### src/rtl/pipelined_alu_pkg.sv
// Shared constants for the pipelined ALU: opcodes, PSR bit indices, FSM states.
// Opcode 11 (MUL) is only implemented when PIPELINED_ALU_MUL_EN is defined.
package pipelined_alu_pkg;

    localparam logic [3:0] OP_ADD  = 4'd0;
    localparam logic [3:0] OP_SUB  = 4'd1;
    localparam logic [3:0] OP_OR   = 4'd2;
    localparam logic [3:0] OP_AND  = 4'd3;
    localparam logic [3:0] OP_NOR  = 4'd4;
    localparam logic [3:0] OP_SLT  = 4'd5;
    localparam logic [3:0] OP_SLTU = 4'd6;
    localparam logic [3:0] OP_XOR  = 4'd7;
    localparam logic [3:0] OP_SLL  = 4'd8;
    localparam logic [3:0] OP_SRL  = 4'd9;
    localparam logic [3:0] OP_SRA  = 4'd10;
    localparam logic [3:0] OP_MUL  = 4'd11;

    localparam int PSR_Z = 0;
    localparam int PSR_N = 1;
    localparam int PSR_C = 2;
    localparam int PSR_V = 3;

    localparam logic [1:0] ST_IDLE = 2'd0;
    localparam logic [1:0] ST_MUL  = 2'd1;
    localparam logic [1:0] ST_HOLD = 2'd2;

endpackage

### src/rtl/pipelined_alu_if.sv
// Operand/result channel of the pipelined ALU: valid/ready in, valid/ready out.
interface pipelined_alu_if #(
    parameter int WIDTH = 32
);

    logic             IN_VALID;
    logic             IN_READY;
    logic [WIDTH-1:0] OP1;
    logic [WIDTH-1:0] OP2;
    logic [3:0]       OPCode;
    logic             OUT_VALID;
    logic             OUT_READY;
    logic [WIDTH-1:0] RES;
    logic [3:0]       PSR;
    logic             ERR;

    modport master (
        output IN_VALID, OP1, OP2, OPCode, OUT_READY,
        input  IN_READY, OUT_VALID, RES, PSR, ERR
    );

    modport slave (
        input  IN_VALID, OP1, OP2, OPCode, OUT_READY,
        output IN_READY, OUT_VALID, RES, PSR, ERR
    );

endinterface

### src/rtl/pipelined_alu_alu_comb.sv
// Combinational core: result, flags and error for every single-cycle opcode.
module alu_comb
    import pipelined_alu_pkg::*;
#(
    parameter int WIDTH = 32
) (
    input  logic [WIDTH-1:0] op1,
    input  logic [WIDTH-1:0] op2,
    input  logic [3:0]       opcode,
    output logic [WIDTH-1:0] res,
    output logic [3:0]       psr,
    output logic             err
);

    localparam int SHW = $clog2(WIDTH);

    logic             sub;
    logic [WIDTH-1:0] b;
    logic [WIDTH:0]   sum;
    logic [SHW-1:0]   sh;
    logic             c;
    logic             v;

    // SUB shares the adder as op1 + ~op2 + 1
    assign sub = (opcode == OP_SUB);
    assign b   = sub ? ~op2 : op2;
    assign sum = {1'b0, op1} + {1'b0, b} + {{WIDTH{1'b0}}, sub};
    assign sh  = op2[SHW-1:0];

    always_comb begin
        res = '0;
        c   = 1'b0;
        v   = 1'b0;
        err = 1'b0;
        unique case (opcode)
            OP_ADD, OP_SUB: begin
                res = sum[WIDTH-1:0];
                c   = sum[WIDTH];
                v   = (op1[WIDTH-1] == b[WIDTH-1])
                    && (sum[WIDTH-1] != op1[WIDTH-1]);
            end
            OP_OR:   res = op1 | op2;
            OP_AND:  res = op1 & op2;
            OP_NOR:  res = ~(op1 | op2);
            OP_SLT:  res = {{(WIDTH-1){1'b0}}, $signed(op1) < $signed(op2)};
            OP_SLTU: res = {{(WIDTH-1){1'b0}}, op1 < op2};
            OP_XOR:  res = op1 ^ op2;
            OP_SLL:  res = op1 << sh;
            OP_SRL:  res = op1 >> sh;
            OP_SRA:  res = $unsigned($signed(op1) >>> sh);
            default: err = 1'b1;
        endcase
        psr        = '0;
        psr[PSR_Z] = (res == '0);
        psr[PSR_N] = res[WIDTH-1];
        psr[PSR_C] = c;
        psr[PSR_V] = v;
    end

endmodule

### src/rtl/pipelined_alu.sv
// Handshaked ALU with registered RES/PSR/ERR held until consumed.
// Define PIPELINED_ALU_MUL_EN to add the iterative shift-add multiplier (opcode 11).
module pipelined_alu
    import pipelined_alu_pkg::*;
#(
    parameter int WIDTH = 32
) (
    input logic             CLK,
    input logic             RST,
    pipelined_alu_if.slave  bus
);

    logic [1:0]       state;
    logic [WIDTH-1:0] res;
    logic [3:0]       psr;
    logic             err;
    logic [WIDTH-1:0] c_res;
    logic [3:0]       c_psr;
    logic             c_err;
    logic             accept;

    alu_comb #(.WIDTH(WIDTH)) u_comb (
        .op1    (bus.OP1),
        .op2    (bus.OP2),
        .opcode (bus.OPCode),
        .res    (c_res),
        .psr    (c_psr),
        .err    (c_err)
    );

    assign accept        = bus.IN_VALID && (state == ST_IDLE);
    assign bus.IN_READY  = (state == ST_IDLE);
    assign bus.OUT_VALID = (state == ST_HOLD);
    assign bus.RES       = res;
    assign bus.PSR       = psr;
    assign bus.ERR       = err;

`ifdef PIPELINED_ALU_MUL_EN
    localparam int CW = $clog2(WIDTH + 1);

    logic [2*WIDTH-1:0] acc;
    logic [2*WIDTH-1:0] mcand;
    logic [2*WIDTH-1:0] acc_nx;
    logic [WIDTH-1:0]   mplier;
    logic [CW-1:0]      cnt;

    assign acc_nx = acc + (mplier[0] ? mcand : '0);
`endif

    always_ff @(posedge CLK) begin
        if (RST) begin
            state <= ST_IDLE;
            res   <= '0;
            psr   <= '0;
            err   <= 1'b0;
`ifdef PIPELINED_ALU_MUL_EN
            acc    <= '0;
            mcand  <= '0;
            mplier <= '0;
            cnt    <= '0;
`endif
        end else begin
            unique case (state)
                ST_IDLE: begin
                    if (accept) begin
`ifdef PIPELINED_ALU_MUL_EN
                        if (bus.OPCode == OP_MUL) begin
                            acc    <= '0;
                            mcand  <= {{WIDTH{1'b0}}, bus.OP1};
                            mplier <= bus.OP2;
                            cnt    <= CW'(WIDTH);
                            state  <= ST_MUL;
                        end else begin
                            res   <= c_res;
                            psr   <= c_psr;
                            err   <= c_err;
                            state <= ST_HOLD;
                        end
`else
                        res   <= c_res;
                        psr   <= c_psr;
                        err   <= c_err;
                        state <= ST_HOLD;
`endif
                    end
                end
`ifdef PIPELINED_ALU_MUL_EN
                ST_MUL: begin
                    acc    <= acc_nx;
                    mcand  <= mcand << 1;
                    mplier <= mplier >> 1;
                    cnt    <= cnt - CW'(1);
                    // last step: publish the low half, C flags upper-half overflow
                    if (cnt == CW'(1)) begin
                        res        <= acc_nx[WIDTH-1:0];
                        psr[PSR_Z] <= (acc_nx[WIDTH-1:0] == '0);
                        psr[PSR_N] <= acc_nx[WIDTH-1];
                        psr[PSR_C] <= |acc_nx[2*WIDTH-1:WIDTH];
                        psr[PSR_V] <= 1'b0;
                        err        <= 1'b0;
                        state      <= ST_HOLD;
                    end
                end
`endif
                ST_HOLD: begin
                    if (bus.OUT_READY) state <= ST_IDLE;
                end
                default: state <= ST_IDLE;
            endcase
        end
    end

endmodule

### src/flat_wrapper.sv
// flat-port wrapper written by rule: the top's interface ports become plain ports
module pipelined_alu_flat import pipelined_alu_pkg::*;
#(
    parameter int WIDTH = 32
)
  (CLK, RST, bus_IN_VALID, bus_OP1, bus_OP2, bus_OPCode, bus_OUT_READY, bus_IN_READY, bus_OUT_VALID, bus_RES, bus_PSR, bus_ERR);
  pipelined_alu_if #(.WIDTH(WIDTH)) bus_i ();
  input logic CLK;
  input logic RST;
  input wire logic [$bits(bus_i.IN_VALID)-1:0] bus_IN_VALID;
  input wire logic [$bits(bus_i.OP1)-1:0] bus_OP1;
  input wire logic [$bits(bus_i.OP2)-1:0] bus_OP2;
  input wire logic [$bits(bus_i.OPCode)-1:0] bus_OPCode;
  input wire logic [$bits(bus_i.OUT_READY)-1:0] bus_OUT_READY;
  output wire logic [$bits(bus_i.IN_READY)-1:0] bus_IN_READY;
  output wire logic [$bits(bus_i.OUT_VALID)-1:0] bus_OUT_VALID;
  output wire logic [$bits(bus_i.RES)-1:0] bus_RES;
  output wire logic [$bits(bus_i.PSR)-1:0] bus_PSR;
  output wire logic [$bits(bus_i.ERR)-1:0] bus_ERR;
  assign bus_i.IN_VALID = bus_IN_VALID;
  assign bus_i.OP1 = bus_OP1;
  assign bus_i.OP2 = bus_OP2;
  assign bus_i.OPCode = bus_OPCode;
  assign bus_i.OUT_READY = bus_OUT_READY;
  assign bus_IN_READY = bus_i.IN_READY;
  assign bus_OUT_VALID = bus_i.OUT_VALID;
  assign bus_RES = bus_i.RES;
  assign bus_PSR = bus_i.PSR;
  assign bus_ERR = bus_i.ERR;
  pipelined_alu #(.WIDTH(WIDTH)) u_core (.CLK(CLK), .RST(RST), .bus(bus_i));
endmodule
### config.mk
export PLATFORM = sky130hd
export DESIGN_NAME = pipelined_alu_flat
export DESIGN_NICKNAME = d
export VERILOG_FILES = /design/src/rtl/pipelined_alu_pkg.sv /design/src/rtl/pipelined_alu_if.sv /design/src/rtl/pipelined_alu_alu_comb.sv /design/src/rtl/pipelined_alu.sv /design/src/flat_wrapper.sv
export SDC_FILE = /design/constraint.sdc
export NUM_CORES = 1
export LEC_CHECK = 0
export CORE_UTILIZATION = 51
export CTS_CLUSTER_DIAMETER = 80
export DETAILED_ROUTE_END_ITERATION = 8
export PLACE_DENSITY = 0.81
export SLEW_MARGIN = 20
export SYNTH_ARGS = -nofsm -noshare
export SYNTH_HDL_FRONTEND = slang
export SYNTH_SLANG_ARGS = --single-unit
### constraint.sdc
create_clock -name CLK -period 8.68 [get_ports CLK]
set_input_delay 2.17 -clock CLK [delete_from_list [all_inputs] [get_ports CLK]]
set_output_delay 2.17 -clock CLK [all_outputs]
set_load 0.005 [all_outputs]
==> impl_results.md, run 1 <==
* Outcome: complete, no violations
* Worst setup SP type: input port
* DP HPWL at 39.7 mm
* CP max stage delay at 0.88 ns
* Max-Cap Viols at 0
* Net count after synthesis at 1645
* Synthesized area at 11100 µm²
* Gpl congestion at 1.07
* Crit path kind: input port to register
* Yosys warns at 0
* Top-area cell type share of the netlist area at 0.152
* Core ar. at 21200 µm²
* Crit share post-route at 0.831
* RSZ-0062 raised after global routing: false
* Die X at 149 µm
* Final Slew Violations at 0
* Cell variety after synth at 94
* Area Overhead vs Synth at 12.0%
* Starting Density at 0.523
* Clk_lat worst skew at 0.29 ns
* Final hold vios at 0
* Avg Inst Size Synth at 7.69 µm²
* IO Pins at 111
* Leakage at 0.00504 µW
* GR Overflow Total at 0
* Synth area leader: ha_1
* Register area share after synthesis at 0.0670
* Final core occ at 0.585
* Crit path cell chain: clkdlybuf4s50_1 -> buf_4 -> nor4b_4 -> buf_4 -> xnor2_1 -> ha_1 -> a21o_1 -> a21o_1 -> a21oi_1 -> o31ai_1 -> nor4_1 -> nand4_1 -> a2111oi_2 -> nand4_1 -> o31ai_2
* Clk slew on worst S/H paths at 0.07 ns
* DRC at 0
* Buffer and inverter count on the worst path at 3
* Clk_skew at 0.00706 ns
* Total Routed Length at 50.5 mm
* Die area at 22300 µm²
* Row Count at 53
* Data arrival, critical path at 7.42 ns
* # clock sinks at 37
* Crit-path max FO at 24
* Number of flops mapped to enable cells by yosys at 0
* Final setup violation count at 0
* Fraction of registers with async set/reset at 0
* Fin crit period at 7.21 ns
* Number of synthesized register bits at 37
* CP Capture Type: register
* Nets@finish at 1690
* CP delay by family, top: simple AND/OR/NAND/NOR gates
* Fmax at 0.139 GHz
* Post-CTS Setup Bufs at 0
* CTS Root Cell: clkbuf_16
* Maximum VDD drop at 77.4 µV
* Top_reg_cell synth: dfxtp_1
* Via count at 12.6k
* Total GRT Usage at 0.447
* Hold WC Path Type: register to register
* DR iter-0 viols at 1568
* Cells after synthesis at 1438
* Worst-margin pin slew at 1.11 ns
* Vias in the first global route at 11.4k
* Max H-tree Level at 2
* Synth top area cells: ha_1 (15%), mux4_2 (8.8%), mux2i_1 (7.1%)
* First-pass GRT wire length at 73.7 mm
* CTS tree: built
* # resized after CTS at 0
* P per Cell Area at 94.4 nW/µm²
* Via density at 7.19
* Share of layout cells above drive strength 1 at 0.102
* CP max stage cell: nor4b_4
* Total CTS buffers at 5
* Initial antenna violation count at 1
* Crit path required time at 8.89 ns
* Routed len/inst at 28.7 µm
* Fin Setup TNS at 0 ns
* Die extent in y at 149 µm
* Pin count of the biggest net entering global routing at 65
* Drt first pass iters at 7
* Port Buffers at 110
* CTS Hold Bufs at 0
* Remaining antenna violation count at 0
* Worst-case clock buffer depth at 2
* Relative slew slack at 0.258
[sequential cells by signal, indices dropped and copies added, names as in the netlist]
register        flops
u_core.bus.PSR      4
u_core.state        1
u_core.bus.ERR      1
u_core.bus.RES     31
[cell usage in the layout (no fill, tap or decap), types with 8 or more instances in the layout]
cell type / n
inv_1: 82
nor2_1: 119
o31ai_1: 12
xor2_1: 11
nand3_1: 34
a31oi_1: 11
a211oi_1: 46
nand2b_1: 11
nor2b_1: 19
o211ai_1: 21
nor3_1: 23
and2_1: 12
nand4_1: 19
a221oi_1: 13
mux2i_1: 78
and3_1: 11
clkdlybuf4s50_1: 105
buf_4: 36
mux2_2: 28
dfxtp_1: 37
xnor2_1: 39
a22oi_1: 11
o22ai_1: 27
mux4_2: 43
ha_1: 134
nand2_1: 129
a21o_1: 13
o21a_1: 9
a21oi_1: 94
o21ai_0: 85
nor4_1: 8
[worst reg2reg max path, stage by stage (launching register included)]
cell and delay (ns):
dfxtp_1 0.36, nor2b_4 0.12, buf_4 0.49, nand4_1 0.22
a211o_1 0.43, nor4b_1 0.27, and4_1 0.29, o2111a_1 0.19
nand4_1 0.11, o31ai_2 0.22
[where the power goes]
part	total (µW)	switching (µW)	internal, µW
registers	192	8.14	184
logic	791	492	299
clock network	186	78.8	107
total	1170	579	590
[worst paths after layout]
kind                                    from                              end  slack, ns  depth (start not counted)
max                            bus_OPCode[0]   u_core.bus.PSR[0]$_SDFFE_PP0P_       1.47                         15
min          u_core.bus.RES[17]$_SDFFE_PP0P_  u_core.bus.RES[17]$_SDFFE_PP0P_       0.46                          2
max reg2reg     u_core.state[1]$_SDFFE_PP0P_   u_core.bus.PSR[0]$_SDFFE_PP0P_       5.91                          9
min reg2reg  u_core.bus.RES[17]$_SDFFE_PP0P_  u_core.bus.RES[17]$_SDFFE_PP0P_       0.46                          2
[cell type report]
type                       instances  area (µm²)
inverter                          85         319
timing repair buffer             145        1340
clock inverter                     3        21.3
sequential                        37         741
fill                            1971        8770
multi-input combinational       1209        9490
clock buffer                       5         125
tap                              275         344
antenna                            1        2.50
[kinds of logic after synthesis]
| group | count (synthesis) | synth area share |
|---|---|---|
| xor gates and xnor gates | 50 | 0.0396 |
| muxes | 156 | 0.201 |
| adders and majority gates | 135 | 0.153 |
| DFF | 37 | 0.0670 |
| and+or+nand+nor | 428 | 0.188 |
| AOI/OAI and AO/OA | 440 | 0.273 |
| buffers and inverters | 192 | 0.0785 |
[Yosys cell counts, types with 12 or more instances]
library cell / number
o22ai_1: 27
nor2_1: 119
and2_1: 12
a21oi_1: 94
dfxtp_1: 37
o31ai_1: 12
nor3_1: 24
xnor2_1: 39
buf_2: 21
nor2b_1: 20
ha_1: 134
nand3_1: 34
clkbuf_1: 55
mux2_2: 28
a21o_1: 13
a221oi_1: 13
o211ai_1: 21
a211oi_1: 46
nand4_1: 19
inv_1: 82
mux4_2: 43
o21ai_0: 85
mux2i_1: 78
nand2_1: 129
[stage by stage]
stage	area, µm²	worst slack (ns)	hold WS, ns	instances	power [µW]
floorplan	11100	2.68	0.448	1438	670
global placement	12200	1.57	0.441	1751	943
detailed placement	12200	1.41	0.456	1751	950
CTS	12400	1.69	0.465	1759	1140
global route	12400	1.30	0.488	1759	1210
finish	12400	1.47	0.462	1760	1170
[layer usage]
layer | GRT usage | routed length, µm | vias up | part of all wire
li1 | - | - | 5523 | -
met2 | 0.661 | 21100 | 948 | 0.42
met3 | 0.121 | 6280 | 187 | 0.12
met5 | 0 | 0 | - | 0
met4 | 0.259 | 3410 | 0 | 0.067
met1 | 0.581 | 19700 | 5988 | 0.39
(Power assumes the default switching activity.)
==> run 2, diff against run 1 <==
Settings changed: PLACE_DENSITY 0.81 to 0.83.
Clock period 8.68 ns to 6.6 ns, I/O delays scaled along.
==> impl_results.md, run 2 (synthesis gave the netlist of run 1 again) <==
* Final Slew Violations at 0 (unchanged)
* GR Overflow Total at 0 (unchanged)
* Reg2Reg Depth at 9 (unchanged)
* Pin count of the biggest net entering global routing at 56 (was 65)
* IO Pins at 111 (unchanged)
* Max-Cap Viols at 0 (unchanged)
* Worst-case clock buffer depth at 2 (unchanged)
* Clk_lat worst skew at 0.29 ns (about the same)
* Crit-path max FO at 12 (was 24)
* Port Buffers at 110 (unchanged)
* Clock power share at 0.152 (was 0.159)
* CP max stage delay at 0.53 ns (was 0.88 ns)
* Layout Cells excl Fill at 1801 (was 1760)
* Fin worst setup slack at 0.663 ns (was 1.47 ns)
* CTS Root Cell: clkbuf_16 (unchanged)
* Number of flip-flops in the largest register at 31 (unchanged)
* Share of layout cells above drive strength 1 at 0.125 (was 0.102)
* Crit path kind: input port to register (unchanged)
* DRC at 0 (unchanged)
* Hold depth at 2 (unchanged)
* Area of the multi-input gates at 9480 µm² (was 9490 µm²)
* P per Cell Area at 123 nW/µm² (was 94.4 nW/µm²)
* Maximum VDD drop at 95.2 µV (was 77.4 µV)
* Drt first pass iters at 5 (was 7)
* Final hold vios at 0 (unchanged)
* Leakage at 0.00524 µW (was 0.00504 µW)
* Internal power at 799 µW (was 590 µW)
* Total GRT Usage at 0.458 (was 0.447)
* CTS tree: built (unchanged)
* Starting Density at 0.523 (unchanged)
* Final setup violation count at 0 (unchanged)
* CTS Hold Bufs at 0 (unchanged)
* Via count at 12.7k (was 12.6k)
* Vias in the first global route at 11.8k (was 11.4k)
* RSZ-0062 raised after global routing: false (unchanged)
* Pre-CTS setup slack at 0.465 ns (was 1.41 ns)
* Total Routed Length at 51.2 mm (was 50.5 mm)
* Most frequent cells in the layout: ha_1 (134), nand2_1 (129), nor2_1 (119), clkdlybuf4s50_1 (105), a21oi_1 (94) (unchanged)
* Relative slew slack at 0.341 (was 0.258)
* DR iter-0 viols at 1621 (was 1568)
* Initial antenna violation count at 1 (unchanged)
* Nets@finish at 1731 (was 1690)
* CP Capture Type: register (unchanged)
* Crit path cell chain: clkdlybuf4s50_1 -> nor4b_4 -> buf_4 -> buf_4 -> xnor2_1 -> ha_1 -> a21oi_1 -> o21ai_0 -> a21oi_1 -> a21oi_1 -> or2_2 -> a311oi_1 -> nand3_1 -> a2111oi_2 -> nand4_1 -> o31ai_2 (was clkdlybuf4s50_1 -> buf_4 -> nor4b_4 -> buf_4 -> xnor2_1 -> ha_1 -> a21o_1 -> a21o_1 -> a21oi_1 -> o31ai_1 -> nor4_1 -> nand4_1 -> a2111oi_2 -> nand4_1 -> o31ai_2)
* Sw frac at 0.487 (was 0.495)
* Total CTS buffers at 5 (unchanged)
* Hold WC Path Type: register to register (unchanged)
* Fin crit period at 5.94 ns
* Crit path required time at 6.81 ns (was 8.89 ns)
* Combinational share of power at 0.687 (was 0.677)
* First-pass GRT wire length at 75.6 mm (was 73.7 mm)
* Design area at 12700 µm² (was 12400 µm²)
* Via density at 7.07 (was 7.19)
* CP delay by family, top: compound AO/OA/AOI/OAI gates (was simple AND/OR/NAND/NOR gates)
* Worst setup SP type: input port (unchanged)
* Remaining antenna violation count at 0 (unchanged)
* Clk slew on worst S/H paths at 0.06 ns (was 0.07 ns)
* Seq. cell area at 741 µm² (unchanged)
* Post-CTS Setup Bufs at 0 (unchanged)
* Max H-tree Level at 2 (unchanged)
* Die area at 22300 µm² (unchanged)
* Data arrival, critical path at 6.14 ns (was 7.42 ns)
* Routed len/inst at 28.4 µm (was 28.7 µm)
* Reg-to-reg slack, setup at 3.93 ns (was 5.91 ns)
* Most common cell after layout, fill and taps aside: ha_1 (unchanged)
* # resized after CTS at 0 (unchanged)
* Crit path depth at 16 (was 15)
* Switching Power at 759 µW (was 579 µW)
* DP HPWL at 40.9 mm (was 39.7 mm)
* CP max stage cell: a2111oi_2 (was nor4b_4)
* Buffer and inverter count on the worst path at 3 (unchanged)
* Placed Area at 12500 µm² (was 12200 µm²)
* Die X at 149 µm (unchanged)
* Die extent in y at 149 µm (unchanged)
* Row Count at 53 (unchanged)
* Worst-margin pin slew at 0.986 ns (was 1.11 ns)
* WHS at 0.460 ns (was 0.462 ns)
* Filler cells at 1962 (was 1971)
* Fmax at 0.168 GHz
* Gpl congestion at 1.09 (was 1.07)
* CP most frequent cell: a21oi_1
* Crit share post-route at 0.900
* Clk_skew at 0.00684 ns (was 0.00706 ns)
* # clock sinks at 37 (unchanged)
* Seq pwr share at 0.162 (was 0.164)
* Outcome: complete, no violations (unchanged)
* Dpl cells at 1792 (was 1751)
* Fin Setup TNS at 0 ns (unchanged)
* Core ar. at 21200 µm² (unchanged)
* Area Overhead vs Synth at 14.9% (was 12.0%)
==> run 2: cell count changes in the layout (fill, tap and decap cells not counted) <==
cell,delta
clkinv_4,+1
nor3b_2,-1
nor3b_1,+1
buf_4,+40
buf_12,+1
clkinv_2,-1
==> run 2: per-stage QoR <==
| step | power [µW] | utilization |
|---|---|---|
| 4_1_cts | 1520 | 0.600 |
| 5_1_grt | 1620 | 0.600 |
| 2_1_floorplan | 881 | - |
| 6_report | 1560 | 0.600 |
| 3_3_place_gp | 1270 | 0.593 |
| 3_5_place_dp | 1280 | 0.593 |
==> run 2: power by group through the flow <==
stage               Clock (µW)  Sequential (µW)  Combinational, µW
finish                     236              252               1070
global route               245              254               1120
CTS                        239              252               1030
detailed placement           0              257               1020
global placement             0              256               1010
floorplan                    0              257                624
==> run 2: worst paths after layout <==
kind | startpoint | to
worst max-delay path | bus_OPCode[1] | u_core.bus.PSR[0]$_SDFFE_PP0P_
worst min-delay path | u_core.bus.RES[17]$_SDFFE_PP0P_ | u_core.bus.RES[17]$_SDFFE_PP0P_
worst max register to register | u_core.state[1]$_SDFFE_PP0P_ | u_core.bus.PSR[0]$_SDFFE_PP0P_
worst min register to register | u_core.bus.RES[17]$_SDFFE_PP0P_ | u_core.bus.RES[17]$_SDFFE_PP0P_
==> run 2: area by class of cell <==
class                           instances  share of cell area
Inverter                               85              0.0251
Timing Repair Buffer                  186               0.131
Antenna cell                            1            0.000197
Clock buffer                            5             0.00985
Tap cell                              275              0.0271
Multi-Input combinational cell       1209               0.747
Sequential cell                        37              0.0583
Clock inverter                          3             0.00197
==> run 2: worst reg2reg max path: cells and delay by family (launching register included) <==
family / cells / cell delay [ns]
AND/OR/NAND/NOR: 5 / 0.96
flip-flops: 1 / 0.36
AO/OA/AOI/OAI: 3 / 0.82
buffers and inverters: 1 / 0.47
==> run 2: per-layer routing <==
layer	up-vias	wire (µm)	track usage
met5	-	0	0
met2	973	21300	0.690
li1	5603	-	-
met1	5949	20100	0.595
met4	0	3490	0.267
met3	212	6260	0.106
==> run 3, diff against run 2 <==
Settings changed: CORE_MARGIN set to 5, GPL_ROUTABILITY_DRIVEN set to 1.
==> impl_results.md, run 3 (synthesis gave the netlist of run 1 again) <==
* Die X at 157 µm (was 149 µm)
* Crit share post-route at 0.910 (was 0.900)
* Initial antenna violation count at 2 (was 1)
* CTS tree: built (unchanged)
* Worst-margin pin slew at 1.21 ns (was 0.986 ns)
* WHS at 0.463 ns (was 0.460 ns)
* Nets@finish at 1739 (was 1731)
* Total power draw at 1570 µW (was 1560 µW)
* Data arrival, critical path at 6.21 ns (was 6.14 ns)
* Post-CTS Setup Bufs at 0 (unchanged)
* CP Capture Type: register (unchanged)
* CTS Hold Bufs at 0 (unchanged)
* Die extent in y at 157 µm (was 149 µm)
* Relative slew slack at 0.189 (was 0.341)
* GR Overflow Total at 0 (unchanged)
* Fin crit period at 6.01 ns (was 5.94 ns)
* Final hold vios at 0 (unchanged)
* Pin count of the biggest net entering global routing at 67 (was 56)
* Max-Cap Viols at 0 (unchanged)
* Share of layout cells above drive strength 1 at 0.130 (was 0.125)
* Total CTS buffers at 5 (unchanged)
* Crit path kind: input port to register (unchanged)
* Die area at 24700 µm² (was 22300 µm²)
* Row Count at 53 (unchanged)
* Clk_lat worst skew at 0.29 ns (about the same)
* Placed Area at 12600 µm² (was 12500 µm²)
* Worst setup SP type: input port (unchanged)
* Via count at 12.9k (was 12.7k)
* Clk_skew at 0.00357 ns (was 0.00684 ns)
* Remaining antenna violation count at 0 (unchanged)
* Outcome: complete, no violations (unchanged)
* Clk slew on worst S/H paths at 0.06 ns (about the same)
* RSZ-0062 raised after global routing: false (unchanged)
* Starting Density at 0.521 (was 0.523)
* Gpl congestion at 1.05 (was 1.09)
* Worst-case clock buffer depth at 2 (unchanged)
* Drt first pass iters at 7 (was 5)
* Most frequent cells in the layout: ha_1 (134), nand2_1 (129), nor2_1 (119), clkdlybuf4s50_1 (105), a21oi_1 (94) (unchanged)
* Hold WC Path Type: register to register (unchanged)
* Routed len/inst at 29.4 µm (was 28.4 µm)
* First-pass GRT wire length at 78.4 mm (was 75.6 mm)
* Leakage at 0.00529 µW (was 0.00524 µW)
* # clock sinks at 37 (unchanged)
* Number of flip-flops in the largest register at 31 (unchanged)
* DP HPWL at 42.6 mm (was 40.9 mm)
* Total GRT Usage at 0.419 (was 0.458)
* Area Overhead vs Synth at 15.6% (was 14.9%)
* Design area at 12800 µm² (was 12700 µm²)
* Crit path required time at 6.81 ns (about the same)
* IO Pins at 111 (unchanged)
* CTS Root Cell: clkbuf_16 (unchanged)
* Max H-tree Level at 2 (unchanged)
* Total Routed Length at 53.2 mm (was 51.2 mm)
* Final Slew Violations at 0 (unchanged)
* Maximum VDD drop at 106 µV (was 95.2 µV)
* # resized after CTS at 0 (unchanged)
* DRC at 0 (unchanged)
* Core ar. at 21200 µm² (about the same)
* Most common cell after layout, fill and taps aside: ha_1 (unchanged)
* Final setup violation count at 0 (unchanged)
* Fin Setup TNS at 0 ns (unchanged)
* Via density at 7.16 (was 7.07)
* Fmax at 0.167 GHz (was 0.168 GHz)
* DR iter-0 viols at 1667 (was 1621)
* Crit-path max FO at 33 (was 12)
* Vias in the first global route at 12.1k (was 11.8k)
* Port Buffers at 110 (unchanged)
* P per Cell Area at 123 nW/µm² (about the same)
==> run 3: area by class of cell <==
class                      count  area [µm²]
antenna                        1        2.50
clock inverter                 3        17.5
multi-input combinational   1209        9480
fill                        1950        8440
inverter                      85         319
sequential                    37         741
timing repair buffer         194        1750
clock buffer                   5         125
tap                          275         344
==> run 3: path summary, 6_finish.rpt <==
path,slack [ns],endpoint,startpoint,depth (start not counted)
max reg2reg,3.88,u_core.bus.PSR[0]$_SDFFE_PP0P_,u_core.state[1]$_SDFFE_PP0P_,9
min reg2reg,0.46,u_core.bus.PSR[3]$_SDFFE_PP0P_,u_core.bus.PSR[3]$_SDFFE_PP0P_,2
min,0.46,u_core.bus.PSR[3]$_SDFFE_PP0P_,u_core.bus.PSR[3]$_SDFFE_PP0P_,2
max,0.59,u_core.bus.PSR[0]$_SDFFE_PP0P_,bus_OPCode[1],15
==> run 3: per-stage QoR <==
stage,setup slack (ns),utilization,instances
2_1_floorplan,1.12,-,1438
3_3_place_gp,0.310,0.595,1800
3_5_place_dp,0.297,0.595,1800
4_1_cts,0.581,0.602,1808
5_1_grt,0.236,0.602,1808
6_report,0.595,0.602,1809
==> run 3: layer usage <==
layer	vias up	routed length, µm	track usage
met5	-	13	0
met4	2	3730	0.225
met3	202	7150	0.103
met2	1022	22400	0.629
met1	6114	19900	0.554
li1	5604	-	-
==> run 3: critical path, cell delays in order <==
cell             delay [ns]
clkdlybuf4s50_1        0.54
nor4b_4                0.37
buf_12                 0.27
xnor2_1                0.12
ha_1                   0.39
nand2_1                0.16
o31ai_1                0.47
nor2_1                 0.10
a21oi_1                0.30
o211ai_1               0.25
a311oi_1               0.47
nand3_1                0.18
a2111oi_2              0.52
nand4_1                0.17
o31ai_2                0.22
==> run 3: where the power goes <==
part / switching (µW) / leakage [µW] / internal, µW
Sequential: 10.2 / 0.000305 / 242
Combinational: 665 / 0.00491 / 421
Clock: 97.2 / 0.0000696 / 138
